$ cat config.mk
export PLATFORM = sky130hd
export DESIGN_NAME = mygo_chan_select
export DESIGN_NICKNAME = d
export VERILOG_FILES = /design/src/rtl/mygo_chan_pkg.sv /design/src/rtl/mygo_rr_pick.sv /design/src/rtl/mygo_chan_select.sv
export SDC_FILE = /design/constraint.sdc
export NUM_CORES = 1
export LEC_CHECK = 0
export BUFFER_PORTS_ARGS = -buffer_cell sky130_fd_sc_hd__buf_2
export CAP_MARGIN = 20
export CORE_MARGIN = 5
export CORE_UTILIZATION = 44
export CTS_CLUSTER_SIZE = 12
export DETAILED_ROUTE_END_ITERATION = 8
export PLACE_DENSITY = 0.81
export SYNTH_ARGS = -nofsm -noshare
export SYNTH_HDL_FRONTEND = slang
export SYNTH_SLANG_ARGS = --single-unit
$ cat constraint.sdc
create_clock -name clk -period 2.3 [get_ports clk]
set_input_delay 0.23 -clock clk [delete_from_list [all_inputs] [get_ports clk]]
set_output_delay 0.23 -clock clk [all_outputs]
set_load 0.01 [all_outputs]
$ cat src/rtl/mygo_chan_pkg.sv
// rtl/mygo_chan_pkg.sv - shared sizing helpers for the channel select block
package mygo_chan_pkg;

    // Width of the transfer counter; wraps modulo 2^CNT_W.
    localparam int CNT_W = 32;

    // Channel index width; a single channel still needs one bit so ports stay legal.
    function automatic int sel_bits(input int n);
        return (n <= 1) ? 1 : $clog2(n);
    endfunction

endpackage

$ cat src/rtl/mygo_rr_pick.sv
// rtl/mygo_rr_pick.sv - combinational round-robin picker starting at ptr
module mygo_rr_pick
    import mygo_chan_pkg::*;
#(
    parameter int N        = 4,
    parameter int SEL_BITS = sel_bits(N)
) (
    input  logic [N-1:0]        req,
    input  logic [SEL_BITS-1:0] ptr,
    output logic [N-1:0]        gnt_onehot,
    output logic [SEL_BITS-1:0] gnt_idx,
    output logic                any
);

    logic [N-1:0] upper;

    // Requests at or above the pointer take priority; otherwise wrap to the lowest request.
    always_comb begin
        upper      = '0;
        gnt_onehot = '0;
        gnt_idx    = '0;
        for (int j = 0; j < N; j++) begin
            upper[j] = req[j] && (j >= int'(ptr));
        end
        if (|upper) begin
            for (int j = N - 1; j >= 0; j--) begin
                if (upper[j]) begin
                    gnt_onehot = '0;
                    gnt_onehot[j] = 1'b1;
                    gnt_idx = SEL_BITS'(j);
                end
            end
        end else begin
            for (int j = N - 1; j >= 0; j--) begin
                if (req[j]) begin
                    gnt_onehot = '0;
                    gnt_onehot[j] = 1'b1;
                    gnt_idx = SEL_BITS'(j);
                end
            end
        end
    end

    assign any = |req;

endmodule

$ cat src/rtl/mygo_chan_select.sv
// rtl/mygo_chan_select.sv - round-robin select over N receive channels with registered output
module mygo_chan_select
    import mygo_chan_pkg::*;
#(
    parameter int WIDTH    = 32,
    parameter int N        = 4,
    parameter int SEL_BITS = sel_bits(N)
) (
    input  logic                 clk,
    input  logic                 rst,
    input  logic [N*WIDTH-1:0]   in_data,
    input  logic [N-1:0]         in_valid,
    output logic [N-1:0]         in_ready,
    output logic [WIDTH-1:0]     out_data,
    output logic [SEL_BITS-1:0]  out_sel,
    output logic                 out_valid,
    input  logic                 out_ready,
    output logic [CNT_W-1:0]     xfer_count
);

    logic [WIDTH-1:0]    out_data_q,  out_data_d;
    logic [SEL_BITS-1:0] out_sel_q,   out_sel_d;
    logic                out_valid_q, out_valid_d;
    logic [SEL_BITS-1:0] rr_ptr_q,    rr_ptr_d;
    logic [CNT_W-1:0]    xfer_q,      xfer_d;

    logic [N-1:0]        gnt_onehot;
    logic [SEL_BITS-1:0] gnt_idx;
    logic                any;
    logic                load;
    logic                take;
    logic [WIDTH-1:0]    gnt_data;

    mygo_rr_pick #(
        .N        (N),
        .SEL_BITS (SEL_BITS)
    ) u_pick (
        .req        (in_valid),
        .ptr        (rr_ptr_q),
        .gnt_onehot (gnt_onehot),
        .gnt_idx    (gnt_idx),
        .any        (any)
    );

    // The output slot is free when empty or being drained this cycle.
    assign load = !out_valid_q || out_ready;
    assign take = load && any;

    // Pop strobe goes only to the granted FIFO, and never while reset is held.
    assign in_ready = (take && rst) ? gnt_onehot : '0;

    // One-hot AND-OR mux so data on non-valid channels cannot leak through.
    always_comb begin
        gnt_data = '0;
        for (int j = 0; j < N; j++) begin
            if (gnt_onehot[j]) begin
                gnt_data = gnt_data | in_data[j*WIDTH +: WIDTH];
            end
        end
    end

    // Next state: capture on a grant, empty on an idle load, hold under backpressure.
    always_comb begin
        out_data_d  = out_data_q;
        out_sel_d   = out_sel_q;
        out_valid_d = out_valid_q;
        rr_ptr_d    = rr_ptr_q;
        xfer_d      = xfer_q;
        if (take) begin
            out_data_d  = gnt_data;
            out_sel_d   = gnt_idx;
            out_valid_d = 1'b1;
            rr_ptr_d    = (gnt_idx == SEL_BITS'(N - 1)) ? '0 : gnt_idx + SEL_BITS'(1);
            xfer_d      = xfer_q + CNT_W'(1);
        end else if (load) begin
            out_valid_d = 1'b0;
        end
    end

    // State registers; reset drops any word in flight.
    always_ff @(posedge clk or negedge rst) begin
        if (!rst) begin
            out_data_q  <= '0;
            out_sel_q   <= '0;
            out_valid_q <= 1'b0;
            rr_ptr_q    <= '0;
            xfer_q      <= '0;
        end else begin
            out_data_q  <= out_data_d;
            out_sel_q   <= out_sel_d;
            out_valid_q <= out_valid_d;
            rr_ptr_q    <= rr_ptr_d;
            xfer_q      <= xfer_d;
        end
    end

    assign out_data   = out_data_q;
    assign out_sel    = out_sel_q;
    assign out_valid  = out_valid_q;
    assign xfer_count = xfer_q;

endmodule

==> results.sh, run 1 <==
export IMPL_drive_above_1_share_pct=42.7
export IMPL_synth_largest_area_cell="dfrtp_1"
export IMPL_setup_viol=0
export IMPL_status="completed"
export IMPL_synth_cells=358
export IMPL_yosysWarnings=0
export IMPL_synth_top_area_share_pct=49.7
export IMPL_powerDensity_nw_per_um2=841
export IMPL_crit_type="reg -> out"
export IMPL_synth_edf_count=0
export IMPL_post_cts_buffers=0
export IMPL_grtUsageTotal_pct=22.7
export IMPL_critPathMaxFanout=33
export IMPL_worstSetupEndpointType="output port"
export IMPL_rows=32
export IMPL_sw_frac_of_total_pct=32.2
export IMPL_grt_pass1_vias=3752
export IMPL_finalMaxSlewViolations=0
export IMPL_finalHoldViolCount=0
export IMPL_die_x_um=98.8
export IMPL_nNetsFinal=696
export IMPL_dp_hpwl_um=8630
export IMPL_diodes=0
export IMPL_cts_buffers=9
export IMPL_grt_overflow=0
export IMPL_fp_dieH_um=98.8
export IMPL_worstMarginPinSlew_ps=679
export IMPL_max_freq_mhz=459
export IMPL_n_fill_cell=670
export IMPL_fin_crit_sh_pct=94.7
export IMPL_switchingPower_uw=1320
export IMPL_p_leak_uw=0.00247
export IMPL_synth_area_leaders="dfrtp_1, a21oi_1, a222oi_1"
export IMPL_final_cell_mix="buf_2, dfrtp_1, a21oi_1"
export IMPL_synth_cell_types=39
export IMPL_drv_cap=0
export IMPL_power_frac_comb_pct=29.9
export IMPL_port_buffers=205
export IMPL_area_growth_pct=40.3
export IMPL_antenna_found_initial=0
export IMPL_start_util_pct=45.2
export IMPL_routedWlPerCell_um=17.1
export IMPL_hp_class="in -> reg"
export IMPL_period_needed_ps=2180
export IMPL_dr_pass1_iters=6
export IMPL_worstPathRequired_ps=2070
export IMPL_setup_tns_ps=0
export IMPL_clock_latency_ps=330
export IMPL_htreeDepth=3
export IMPL_intPower_uw=2780
export IMPL_syn_mean_instance_area_um2=9.70
export IMPL_place_congestion=0.963
export IMPL_start_kind="register"
export IMPL_clock_sinks=69
export IMPL_dr_total_vias=3723
export IMPL_clk_pin_slew_ps=80
export IMPL_core_area_um2=7690
export IMPL_rsz0062_at_grt="false"
export IMPL_fin_worst_skew_ps=10.1
export IMPL_ir_drop_v=0.000387
export IMPL_die_area_um2=9770
export IMPL_root_buffer="clkbuf_8"
export IMPL_slew_headroom_pct=54.7
export IMPL_synthArstFlopShare_pct=100
export IMPL_p_seq_share_pct=39.4
export IMPL_grt_pass1_wl_um=18000
export IMPL_drc=0
export IMPL_cts_tree="built"
export IMPL_p_clk_share_pct=30.6
export IMPL_fin_util_pct=63.4
export IMPL_cp_data_arrival_time_ps=1950
export IMPL_synth_seq_cells=69
export IMPL_final_common_cell="buf_2"
export IMPL_routed_via_density=5.58
export IMPL_synthFlopType="dfrtp_1"
export IMPL_ios=206
export IMPL_synth_area_um2=3470
export IMPL_ant_nets=0
export IMPL_synth_fp_nets=494
export IMPL_drt_initial_drc_count=309
export IMPL_grt_max_degree=41
export IMPL_synth_seq_area_share_pct=49.7
export IMPL_wl_um=11400
export IMPL_clock_path_buffers=2
==> Yosys cell counts, drive strengths merged (8+ instances only) <==
| master | count |
|---|---|
| a222oi | 32 |
| a21oi | 66 |
| xnor2 | 19 |
| xor2 | 12 |
| buf | 8 |
| dfrtp | 69 |
| nand3 | 8 |
| nand2 | 22 |
| nor2 | 49 |
| nor3 | 12 |
| clkbuf | 14 |
==> metal layers <==
metal  part of all wire (%)  GRT usage (%)  wire length, µm
met1                     38           27.5             4340
met2                     49           38.6             5630
met3                    9.1           4.46             1040
met4                    3.3           11.1              374
met5                      0              0                0
==> state kept, by name (all words and copies together), names as in the netlist <==
name and flops:
rr_ptr_q 2, out_sel 2, out_data 32, xfer_count 32, out_valid 1
==> cell type report <==
class                   count  area, µm²  area share [%]
flip-flops and latches     69       1730            35.5
multi-input cells         261       1640            33.6
repair buffers            213       1100            22.5
clock buffers              13        169            3.47
well taps                 102        128            2.62
clock inverters             3       90.1            1.85
inverters                   6       22.5           0.462
==> repair_timing <==
item	4_1_cts	5_1_grt
hold buffers	1	0
endpoints found under the setup margin	1	4
endpoints found under the hold margin	29	0
pin swaps	0	0
gates resized for setup	1	5
==> metrics by stage <==
step,hold slack (ps),cell area (µm²),setup slack [ps],std cells,power [µW]
6_report,180,4870,121,667,4100
5_1_grt,179,4870,25.8,667,4340
4_1_cts,165,4860,15.9,667,4110
3_5_place_dp,197,4590,252,650,2850
3_3_place_gp,193,4590,307,650,2820
2_1_floorplan,-65.6,3470,582,358,2290
==> final timing paths <==
path	start	end	slack [ps]	cells after the start
worst max register to register	rr_ptr_q[0]	out_data[15]	350	6
min in group asynchronous	rst	out_data[8]	370	2
worst min-delay path	in_data[26]	out_data[26]	180	3
worst max-delay path	rr_ptr_q[1]	in_ready[1]	120	4
worst min register to register	out_sel[1]	out_sel[1]	480	2
max in group asynchronous	rst	rr_ptr_q[0]	1030	3
==> kinds of logic (layout without fill, tap and decap cells) <==
kind of cell,after synthesis,in the layout,share of synthesized area [%]
and+or+nand+nor,121,121,17.6
AOI/OAI and AO/OA,108,108,21.1
DFF,69,69,49.7
xor gates and xnor gates,31,31,7.82
buffers and inverters,28,235,3.39
adders and majority gates,1,1,0.360
==> power groups by stage <==
stage	combinational [µW]	sequential [µW]	clock, µW
2_1_floorplan	600	1690	0
3_3_place_gp	1200	1620	0
3_5_place_dp	1220	1630	0
4_1_cts	1220	1610	1280
5_1_grt	1350	1650	1340
6_report	1230	1620	1260
==> critical path, stage by stage (launching register included) <==
cell	delay, ps
dfrtp_2	480
a21oi_1	150
o211a_2	620
and3_1	240
buf_2	130
No activity file was read; power rests on OpenSTA's default activity.
==> run 2, diff against run 1 <==
--- a/constraint.sdc
+++ b/constraint.sdc
@@ -3,2 +3,2 @@
 set_output_delay 0.23 -clock clk [all_outputs]
-set_load 0.01 [all_outputs]
+set_load 0.05 [all_outputs]
==> run 2 against run 1 <==
  * Die area unchanged
  * Utilization increased by 0.26 points
  * Cell count increased by 0.90%
  * Register-to-register slack got worse by 130 ps
  * Global-route usage increased by 0.77 points
  * Critical path type unchanged
  * Setup slack got worse by 7.5 ps
  * Sequential cell count unchanged
  * Sequential share of layout area decreased by 0.15 points
  * Sequential power about the same
  * Largest cell class unchanged
  * Clock power decreased by 28%
==> results.sh, run 2 (synthesis results as in run 1) <==
export IMPL_start_util_pct=45.2
export IMPL_cp_data_arrival_time_ps=1960
export IMPL_powerDensity_nw_per_um2=919
export IMPL_min_path_cells=3
export IMPL_finalHoldViolCount=0
export IMPL_root_buffer="clkbuf_8"
export IMPL_switchingPower_uw=2020
export IMPL_p_clk_share_pct=20.3
export IMPL_period_needed_ps=2190
export IMPL_crit_type="reg -> out"
export IMPL_rrSetupSlack_ps=220
export IMPL_intPower_uw=2470
export IMPL_die_area_um2=9770
export IMPL_place_congestion=0.925
export IMPL_drv_cap=0
export IMPL_worstPathRequired_ps=2070
export IMPL_dr_pass1_iters=7
export IMPL_area_growth_pct=40.9
export IMPL_ant_nets=0
export IMPL_ios=206
export IMPL_multiInputGateArea_um2=1650
export IMPL_cp_depth=6
export IMPL_core_area_um2=7690
export IMPL_drc=0
export IMPL_grtUsageTotal_pct=23.5
export IMPL_grt_overflow=0
export IMPL_power_uw=4490
export IMPL_rows=32
export IMPL_clk_pin_slew_ps=80
export IMPL_setup_viol=0
export IMPL_drive_above_1_share_pct=43.6
export IMPL_timing_rr_end="out_data[22]"
export IMPL_routed_via_density=5.66
export IMPL_clock_latency_ps=330
export IMPL_min_from="in_data[50]"
export IMPL_cts_tree="built"
export IMPL_r2r_cells=7
export IMPL_grt_max_degree=38
export IMPL_wl_um=11800
export IMPL_slowest_stage="dfrtp_2"
export IMPL_clock_path_buffers=2
export IMPL_dr_total_vias=3806
export IMPL_cts_buffers=9
export IMPL_slew_headroom_pct=64.3
export IMPL_status="completed"
export IMPL_max_freq_mhz=457
export IMPL_hp_class="in -> reg"
export IMPL_r2r_start="rr_ptr_q[0]"
export IMPL_fp_dieH_um=98.8
export IMPL_diodes=0
export IMPL_worst_path_largest_cell_delay_ps=420
export IMPL_power_frac_comb_pct=43.8
export IMPL_port_buffers=205
export IMPL_cp_cell_sequence="and2b_2 -> nor3_2 -> o31a_1 -> buf_12 -> and3_1 -> clkbuf_4"
export IMPL_final_cell_mix="buf_2, dfrtp_1, a21oi_1"
export IMPL_sw_frac_of_total_pct=45.0
export IMPL_p_seq_share_pct=35.9
export IMPL_final_common_cell="buf_2"
export IMPL_fin_crit_sh_pct=95.0
export IMPL_hold_path_end="out_data[18]"
export IMPL_grt_pass1_vias=3835
export IMPL_grt_pass1_wl_um=18600
export IMPL_rsz0062_at_grt="false"
export IMPL_cp_buffers_inverters=2
export IMPL_nNetsFinal=702
export IMPL_worstMarginPinSlew_ps=530
export IMPL_critPathMaxFanout=17
export IMPL_start_kind="register"
export IMPL_clock_sinks=69
export IMPL_finalMaxSlewViolations=0
export IMPL_dp_hpwl_um=8930
export IMPL_fin_worst_skew_ps=13.1
export IMPL_htreeDepth=3
export IMPL_die_x_um=98.8
export IMPL_ir_drop_v=0.000682
export IMPL_critical_path_top_delay_family="simple AND/OR/NAND/NOR gates"
export IMPL_seq_area_um2=1730
export IMPL_p_leak_uw=0.00249
export IMPL_antenna_found_initial=0
export IMPL_routedWlPerCell_um=17.6
export IMPL_worstSetupEndpointType="output port"
export IMPL_drt_initial_drc_count=290
export IMPL_n_fill_cell=669
export IMPL_setup_tns_ps=0
==> run 2: cell count changes in the layout (fill, tap and decap cells not counted), sizes merged <==
| cell | previous run | this run |
|---|---|---|
| clkinvlp | 0 | 1 |
| buf | 212 | 216 |
| bufinv | 3 | 0 |
| clkinv | 0 | 4 |
==> run 2: routing by layer <==
layer  track usage [%]  up-vias  wire length, µm
met5                 0        -                0
met2              39.3      255             5990
met3              5.02       36             1100
met1              28.6     1773             4320
met4              11.8        0              412
li1                  -     1742                -
==> run 2: area by class of cell <==
type	count	share of cell area, %
multi-input cells	261	33.6
well taps	102	2.61
inverters	6	0.460
repair buffers	219	24.1
flip-flops and latches	69	35.3
clock inverters	5	0.716
clock buffers	11	3.09
==> run 2: worst min-delay path: cells and delay by family <==
family / cells / cell delay [ps]
buffers and inverters: 1 / 80
AOI/OAI and AO/OA: 2 / 170
==> run 2: worst max-delay path by stage <==
stage                   from             end  slack [ps]
2_1_floorplan  xfer_count[0]  xfer_count[16]         280
3_3_place_gp     rr_ptr_q[0]    out_data[17]         480
3_5_place_dp     rr_ptr_q[0]     in_ready[2]         380
4_1_cts          rr_ptr_q[1]     in_ready[3]          20
5_1_grt          rr_ptr_q[0]     in_ready[2]          40
6_report         rr_ptr_q[0]     in_ready[2]         110
==> run 2: metrics by stage <==
stage          setup WS, ps  hold WS [ps]  util (%)  std cells  instance area [µm²]
4_1_cts                22.4           180      62.9        670                 4830
6_report                114           192      63.6        673                 4890
3_3_place_gp            484          71.1      60.3        653                 4640
2_1_floorplan           278         -65.6         -        358                 3470
5_1_grt                38.1           187      63.6        673                 4890
3_5_place_dp            384          66.9      60.3        653                 4640
==> run 2: repair_timing <==
action / in CTS / in global routing
hold endpoints to repair: 6 / 0
hold buffers: 1 / 0
gates resized for setup: 0 / 6
setup buffers: 0 / 2
endpoints found under the setup margin: 0 / 2
==> run 2: power groups by stage <==
stage	logic, µW	registers (µW)	clock network (µW)
3_3_place_gp	1880	1620	0
4_1_cts	1920	1610	922
5_1_grt	2090	1640	990
6_report	1970	1610	911
2_1_floorplan	613	2320	0
3_5_place_dp	1910	1630	0
==> run 3, diff against run 2 <==
- BUFFER_PORTS_ARGS: -buffer_cell sky130_fd_sc_hd__buf_2 -> -buffer_cell sky130_fd_sc_hd__buf_4
==> run 3 against run 2 <==
  * Clock power decreased by 6.9%
  * Worst hold slack worse by 14 ps
  * Setup slack better by 8.8 ps
  * Fmax increased by 0.40%
  * Clock skew decreased by 6.7 ps
  * Sequential cell count is the same
  * Clock-buffer cell count decreased by 2
  * Sequential power barely moved
  * Routed wire length rose by 6.1%
  * Die area unchanged
  * First-iteration DRC count increased by 17%
==> results.sh, run 3 (synthesis results as in run 1) <==
export IMPL_routed_via_density=5.68
export IMPL_place_congestion=0.911
export IMPL_final_area_um2=5320
export IMPL_grt_pass1_wl_um=19700
export IMPL_area_growth_pct=53.3
export IMPL_powerDensity_nw_per_um2=863
export IMPL_ant_nets=0
export IMPL_power_uw=4590
export IMPL_start_kind="register"
export IMPL_fin_crit_sh_pct=94.7
export IMPL_setup_tns_ps=0
export IMPL_die_x_um=98.8
export IMPL_rows=32
export IMPL_wl_met1_um=4350
export IMPL_hold_slack_ps=178
export IMPL_dp_hpwl_um=9550
export IMPL_drv_cap=0
export IMPL_max_freq_mhz=459
export IMPL_antenna_found_initial=0
export IMPL_routedWlPerCell_um=18.7
export IMPL_worstPathRequired_ps=2070
export IMPL_grt_pass1_vias=3745
export IMPL_highest_layer="met4"
export IMPL_drt_initial_drc_count=339
export IMPL_cts_buffers=9
export IMPL_worstSetupEndpointType="output port"
export IMPL_cts_tree="built"
export IMPL_port_buffers=205
export IMPL_htreeDepth=3
export IMPL_final_cell_mix="buf_4, dfrtp_1, a21oi_1"
export IMPL_rrSetupSlack_ps=390
export IMPL_clock_sinks=69
export IMPL_final_common_cell="buf_4"
export IMPL_grt_max_degree=41
export IMPL_root_buffer="clkbuf_8"
export IMPL_finalHoldViolCount=0
export IMPL_ir_drop_v=0.000574
export IMPL_diodes=0
export IMPL_grt_overflow=0
export IMPL_crit_type="reg -> out"
export IMPL_period_needed_ps=2180
export IMPL_nNetsFinal=700
export IMPL_fin_worst_skew_ps=6.35
export IMPL_route_met2_wl_um=6690
export IMPL_grtUsageTotal_pct=25.2
export IMPL_core_area_um2=7690
export IMPL_clk_pin_slew_ps=80
export IMPL_wl_um=12500
export IMPL_fin_util_pct=69.2
export IMPL_status="completed"
export IMPL_die_area_um2=9770
export IMPL_routed_wl_met3_um=1140
export IMPL_cp_data_arrival_time_ps=1950
export IMPL_slew_headroom_pct=61.4
export IMPL_dr_pass1_iters=6
export IMPL_start_util_pct=45.2
export IMPL_fp_dieH_um=98.8
export IMPL_ios=206
export IMPL_rsz0062_at_grt="false"
export IMPL_worstMarginPinSlew_ps=574
export IMPL_critPathMaxFanout=33
export IMPL_finalMaxSlewViolations=0
export IMPL_hp_class="in -> reg"
export IMPL_clock_latency_ps=330
export IMPL_dpl_cell_area_um2=5110
export IMPL_dr_total_vias=3812
export IMPL_drc=0
export IMPL_setup_viol=0
export IMPL_drive_above_1_share_pct=43.1
export IMPL_p_leak_uw=0.00261
export IMPL_clock_path_buffers=2
==> run 3: changes by cell type in the layout (fill, tap and decap cells not counted), sizes merged <==
cell      before  now
clkbuf        13    9
clkinvlp       1    3
==> run 3: stage by stage <==
step	setup WS [ps]	cells
2_1_floorplan	278	358
3_3_place_gp	434	652
3_5_place_dp	317	652
4_1_cts	23.7	669
5_1_grt	14.6	671
6_report	123	671
==> run 3: area by class of cell <==
type                    instances  area, µm²
fillers                       624       2360
flip-flops and latches         69       1730
well taps                     102        128
clock inverters                 7       42.5
inverters                       6       22.5
repair buffers                217       1650
multi-input cells             261       1630
clock buffers                   9        124
==> run 3: timing repair <==
action / CTS / global route
hold buffers: 1 / 0
gates resized for setup: 2 / 4
pin swaps: 0 / 0
endpoints found under the hold margin: 29 / 0
setup buffers: 0 / 2
endpoints found under the setup margin: 2 / 2
==> run 3: power by group <==
part / total [µW] / leakage (µW) / internal (µW) / switching (µW)
Combinational: 2120 / 0.00169 / 747 / 1370
Sequential: 1630 / 0.000839 / 1430 / 194
Clock: 848 / 0.0000808 / 383 / 465
Total: 4590 / 0.00261 / 2560 / 2030
==> run 3: layer usage <==
layer | global-route usage (%) | vias up
met3 | 7.29 | 37
met2 | 45.1 | 214
met4 | 8.72 | 0
li1 | - | 1738
met1 | 28.5 | 1823
met5 | 0 | -
==> run 3: worst paths after layout <==
path                                        to           start  cells past startpoint
worst min-delay path              out_data[18]     in_data[50]                      3
worst max register to register    out_data[11]     rr_ptr_q[0]                      6
min in group asynchronous          rr_ptr_q[1]             rst                      2
worst min register to register  xfer_count[31]  xfer_count[31]                      1
max in group asynchronous         out_data[16]             rst                      3
worst max-delay path               in_ready[2]     rr_ptr_q[0]                      6
==> run 3: worst max-delay path: stages, from the launching register on <==
cell	delay [ps]
dfrtp_2	430
and2b_1	220
nor3_1	150
o31a_1	180
buf_8	230
and3_1	180
buf_4	190
